File: config.mk
export PLATFORM = sky130hd
export DESIGN_NAME = fma_issue_arb
export DESIGN_NICKNAME = d
export VERILOG_FILES = /design/src/rtl/fma_issue_arb.sv
export SDC_FILE = /design/constraint.sdc
export NUM_CORES = 1
export LEC_CHECK = 0
export ABC_AREA = 1
export BUFFER_PORTS_ARGS = -buffer_cell sky130_fd_sc_hd__buf_2
export CELL_PAD_IN_SITES_DETAIL_PLACEMENT = 2
export CELL_PAD_IN_SITES_GLOBAL_PLACEMENT = 2
export CORE_MARGIN = 2
export CORE_UTILIZATION = 28
export CTS_CLUSTER_SIZE = 24
export DETAILED_ROUTE_END_ITERATION = 8
export GPL_TIMING_DRIVEN = 0
export PLACE_DENSITY_LB_ADDON = 0.1
export SETUP_SLACK_MARGIN = 0.1
export SYNTH_ARGS = -nofsm -noshare
export SYNTH_HDL_FRONTEND = slang
export SYNTH_SLANG_ARGS = --single-unit
File: constraint.sdc
create_clock -name clk -period 1.97 [get_ports clk]
set_clock_uncertainty 0.05 [all_clocks]
set_input_delay 0.197 -clock clk [delete_from_list [all_inputs] [get_ports clk]]
set_output_delay 0.197 -clock clk [all_outputs]
set_load 0.05 [all_outputs]
File: src/rtl/fma_issue_arb.sv
// Round-robin issue of two requesters into a LAT-stage FMA pipe; results leave in order, LAT cycles after issue.
// Backpressure: a blocked head stalls the stages behind it, bubbles ahead still collapse, and no grant is made while stage 0 is held.
module fma_issue_arb #(
  parameter int LAT  = 3,
  parameter int TAGW = 5,
  localparam int CW  = $clog2(LAT + 1)
) (
  input  logic            clk,
  input  logic            resetn,
  input  logic [1:0]      ReqValid,
  output logic [1:0]      ReqReady,
  input  logic [2:0]      ReqOp0,
  input  logic [2:0]      ReqOp1,
  input  logic [TAGW-1:0] ReqTag0,
  input  logic [TAGW-1:0] ReqTag1,
  input  logic [1:0]      FlushS,
  output logic            IssueSrc,
  output logic [2:0]      FmaOpCtrl,
  output logic [LAT-1:0]  StageEn,
  output logic [1:0]      ResValid,
  input  logic [1:0]      ResReady,
  output logic [TAGW-1:0] ResTag,
  output logic            IllegalOp,
  output logic [CW-1:0]   InFlight,
  output logic            Busy
);

  typedef struct packed {
    logic            v;
    logic            src;
    logic [TAGW-1:0] tag;
  } stage_t;

  stage_t          st_q [LAT];
  stage_t          st_d [LAT];
  stage_t          upin [LAT];
  stage_t          head;
  logic [LAT-1:0]  adv;
  logic            head_fire;
  logic            rr_q;
  logic [CW-1:0]   infl_q;
  logic [CW-1:0]   cnt;
  logic [1:0]      cand;
  logic            grant;
  logic            gsel;
  logic [2:0]      issue_op;
  logic [TAGW-1:0] issue_tag;
  logic            illegal;
  logic            ins;

  // A stage may advance if it, or any stage downstream of it, is empty or the head drains.
  always_comb begin : adv_chain
    logic a;
    head      = st_q[LAT-1];
    head_fire = head.v & ResReady[head.src] & ~FlushS[head.src];
    a         = ~head.v | head_fire;
    adv[LAT-1] = a;
    for (int i = LAT - 2; i >= 0; i--) begin
      a      = ~st_q[i].v | a;
      adv[i] = a;
    end
  end

  always_comb begin
    cand      = ReqValid & ~FlushS;
    grant     = resetn & adv[0] & (|cand);
    gsel      = (&cand) ? rr_q : cand[1];
    issue_op  = gsel ? ReqOp1 : ReqOp0;
    issue_tag = gsel ? ReqTag1 : ReqTag0;
    illegal   = grant & (issue_op == 3'b101);
    ins       = grant & ~illegal;
  end

  // Flushed upstream ops are dropped before they move, so they never occupy a later stage.
  always_comb begin
    cnt = '0;
    for (int i = 0; i < LAT; i++) begin
      if (i == 0) begin
        upin[i].v   = ins;
        upin[i].src = gsel;
        upin[i].tag = issue_tag;
      end else begin
        upin[i]   = st_q[i-1];
        upin[i].v = st_q[i-1].v & ~FlushS[st_q[i-1].src];
      end
      StageEn[i] = adv[i] & upin[i].v;
      if (adv[i]) begin
        st_d[i] = upin[i];
      end else begin
        st_d[i]   = st_q[i];
        st_d[i].v = st_q[i].v & ~FlushS[st_q[i].src];
      end
      cnt = cnt + CW'(st_d[i].v);
    end
  end

  always_ff @(posedge clk or negedge resetn) begin
    if (!resetn) begin
      for (int i = 0; i < LAT; i++) st_q[i] <= '0;
      rr_q   <= 1'b0;
      infl_q <= '0;
    end else begin
      for (int i = 0; i < LAT; i++) st_q[i] <= st_d[i];
      if (grant) rr_q <= ~gsel;
      infl_q <= cnt;
    end
  end

  assign ReqReady  = {grant & gsel, grant & ~gsel};
  assign IssueSrc  = gsel;
  assign FmaOpCtrl = issue_op;
  assign IllegalOp = illegal;
  assign ResValid  = {head.v & head.src & ~FlushS[1], head.v & ~head.src & ~FlushS[0]};
  assign ResTag    = head.tag;
  assign InFlight  = infl_q;
  assign Busy      = |infl_q;

  a_req_onehot: assert property (@(posedge clk) disable iff (!resetn) $onehot0(ReqReady));
  a_res_onehot: assert property (@(posedge clk) disable iff (!resetn) $onehot0(ResValid));
  a_infl_max:   assert property (@(posedge clk) disable iff (!resetn) int'(InFlight) <= LAT);
  a_no_stall_grant: assert property (@(posedge clk) disable iff (!resetn) !((|ReqReady) && !adv[0]));

endmodule

==> results.cfg <==
[clocking]
cts_max_level = 1
clockBufferDepth = 2
numCtsBuffers = 3
clkTransAtPathRegs_ns = 0.08
cts_tree = done
cts-root-buf = clkbuf_8
clock_latency_ns = 0.26
clock_sinks = 24

[sta]
rsz0062_at_grt = true
fmax_mhz = 552
finalCriticalPeriod_ns = 1.81
post-route-period-util_pct = 92.0
setup_viol = 0
worst_pin_slew_ns = 0.526
slew_headroom_pct = 64.6
hold_violations = 0
hold_ws_ns = 0.186
finalSetupTns_ns = 0
layout_setup_ws_ns = 0.157
report.final.slew_viol_count = 0

[place]
io_buffers = 43
hpwl_um = 2550
gp_congestion = 0.787
pre_cts_ws_ns = -0.0892
dpl_cell_area_um2 = 1590

[worst_hold_path]
hold_depth = 5
min_from = ReqTag1[3]
holdCritPathClass = in2reg
hold_path_end = st_q[17]

[synthesis]
ys_types = 21
syn_area_per_cell_um2 = 8.41
seq_area_frac_synth_pct = 46.4
syn-num-nets = 179
synth.yosys.warnings = 0
ys_ff_latch = 24
syn_area_um2 = 1290
syn-instance-count = 154

[layout]
layout_common_cells = nand2_1 (51), buf_2 (39), dfrtp_1 (24)
finalNetCount = 239
final_core_util_pct = 41.1
final_common_cell = nand2_1
fill_cells = 520
n_antenna_cell = 0
drive_gt1_share_pct = 50.0
syn2layout_area_growth_pct = 40.2
final_area_um2 = 1820

[grt]
grt_antenna_before_repair = 0
grt_max_degree = 25
grt_pass1_vias = 1254
grt_pass1_wl_um = 5710
grt_usage_pct = 13.8
grt_overflow_total = 0

[outcome]
run_status = completed

[detailed_routing]
wl_per_cell_um = 12.8
dr.pass1.iters = 3
drc = 0
vias_per_cell = 4.35
vias = 1148
drtAntennaViolNets = 0
drt_wl_total_um = 3380
drt_iter0_drc = 8

[critical_path]
reg2reg_from = head[5]
ff2ff_path_depth = 9
reg2reg_to = InFlight[0]
crit_path_start_kind = flip-flop
cp_max_fo = 7
worstPathCellList = nand2_1 -> nand2_2 -> nand2_4 -> nand2_8 -> nor2_8 -> buf_12 -> nand2_2 -> nand2_2 -> fa_1
slowest_delay_ns = 0.43
crit_path_end_kind = flip-flop
arrival_ns = 1.90
ff2ff_setup_slack_ns = 0.16
critPathSlowestCell = fa_1
required_ns = 2.06
crit_top_cell = nand2_2
crit_type = reg2reg

[floorplanning]
chipWidth_um = 72.0
start_util_pct = 29.3
num_rows = 24
die_area_um2 = 5180
core_area_um2 = 4410
ios = 44
fp.dieH_um = 72.0

[pwr]
cellInternalPower_mw = 0.824
p_clk_share_pct = 21.9
switching_share_pct = 36.2
powerDensity_nw_per_um2 = 711
p_comb_share_pct = 33.4
p_leak_nw = 1.01
ir_worst_vdd_mv = 0.241
power.net_switching_mw = 0.467
seqPwrFrac_pct = 44.6

[run]
maxCapViolCount = 0
power by group through the flow:
stage | registers, mW | clock network (mW) | logic [mW]
floorplan | 0.595 | 0 | 0.276
global placement | 0.580 | 0 | 0.382
detailed placement | 0.584 | 0 | 0.395
CTS | 0.577 | 0.297 | 0.416
global route | 0.584 | 0.323 | 0.472
finish | 0.576 | 0.283 | 0.432
flip-flops by register name (all words and copies together) (netlist names):
register	flops
st_q	14
ResTag	5
InFlight	2
rr_q	1
head	2
routing by layer:
metal / part of all wire [%] / wire length (µm) / GRT usage (%) / up-vias
met5: 0 / 0 / 0 / -
met2: 53 / 1790 / 25.2 / 31
met1: 42 / 1420 / 17.1 / 532
li1: - / - / - / 581
met3: 4.0 / 134 / 2.08 / 4
met4: 0.92 / 31 / 3.14 / 0
cells by family (layout without fill, tap and decap cells):
kind of cell / Yosys count / count (layout) / synth area share [%]
adder cells (fa/ha/maj): 1 / 1 / 1.55
AND/OR/NAND/NOR: 81 / 81 / 30.3
AO/OA/AOI/OAI: 21 / 21 / 10.9
flip-flops: 24 / 24 / 46.4
buffers and inverters: 27 / 85 / 10.8
Yosys cell counts (all sizes together):
library cell	n	area [µm²]
a21oi	2	10.0
buf	7	65.1
or2	1	6.26
fa	1	20.0
nor2	7	42.5
nand4	1	12.5
nand3	3	15.0
o21ai	18	124
dfrtp	24	601
nand3b	2	27.5
nand2	67	289
inv	20	75.1
a21boi	1	7.51
metrics by stage:
| step | power (mW) | std cells |
|---|---|---|
| after CTS | 1.29 | 256 |
| after global routing | 1.38 | 264 |
| after detailed placement | 0.979 | 249 |
| after floorplan | 0.871 | 154 |
| after global placement | 0.962 | 249 |
| final | 1.29 | 264 |
worst max-delay path: cells and delay by family, from the launching register on:
kind / cells / cell delay, ns
adders and majority gates: 1 / 0.43
and+or+nand+nor: 7 / 0.69
buffers and inverters: 1 / 0.11
DFF: 1 / 0.41
worst max-delay path by stage:
stage / from / slack, ns / to
CTS: rr_q / 0.10 / StageEn[0]
finish: head[5] / 0.16 / InFlight[0]
detailed placement: resetn / -0.09 / InFlight[0]
floorplan: rr_q / 0.13 / InFlight[0]
global route: st_q[13] / 0.06 / StageEn[2]
global placement: resetn / -0.04 / InFlight[0]
final cells by class:
| class | instances | area [µm²] | area share (%) |
|---|---|---|---|
| Clock buffer | 3 | 41.3 | 2.27 |
| Sequential cell | 24 | 601 | 33.1 |
| Inverter | 20 | 77.6 | 4.27 |
| Tap cell | 52 | 65.1 | 3.58 |
| Multi-Input combinational cell | 103 | 628 | 34.6 |
| Timing Repair Buffer | 55 | 338 | 18.6 |
| Buffer | 7 | 65.1 | 3.58 |
timing repair:
action,4_1_cts,5_1_grt
setup buffers,2,8
endpoints found under the hold margin,24,0
pin swaps,2,5
hold buffers,2,0
resized for setup,9,10
endpoints found under the setup margin,4,6
Power figures use the tool's default switching activity.
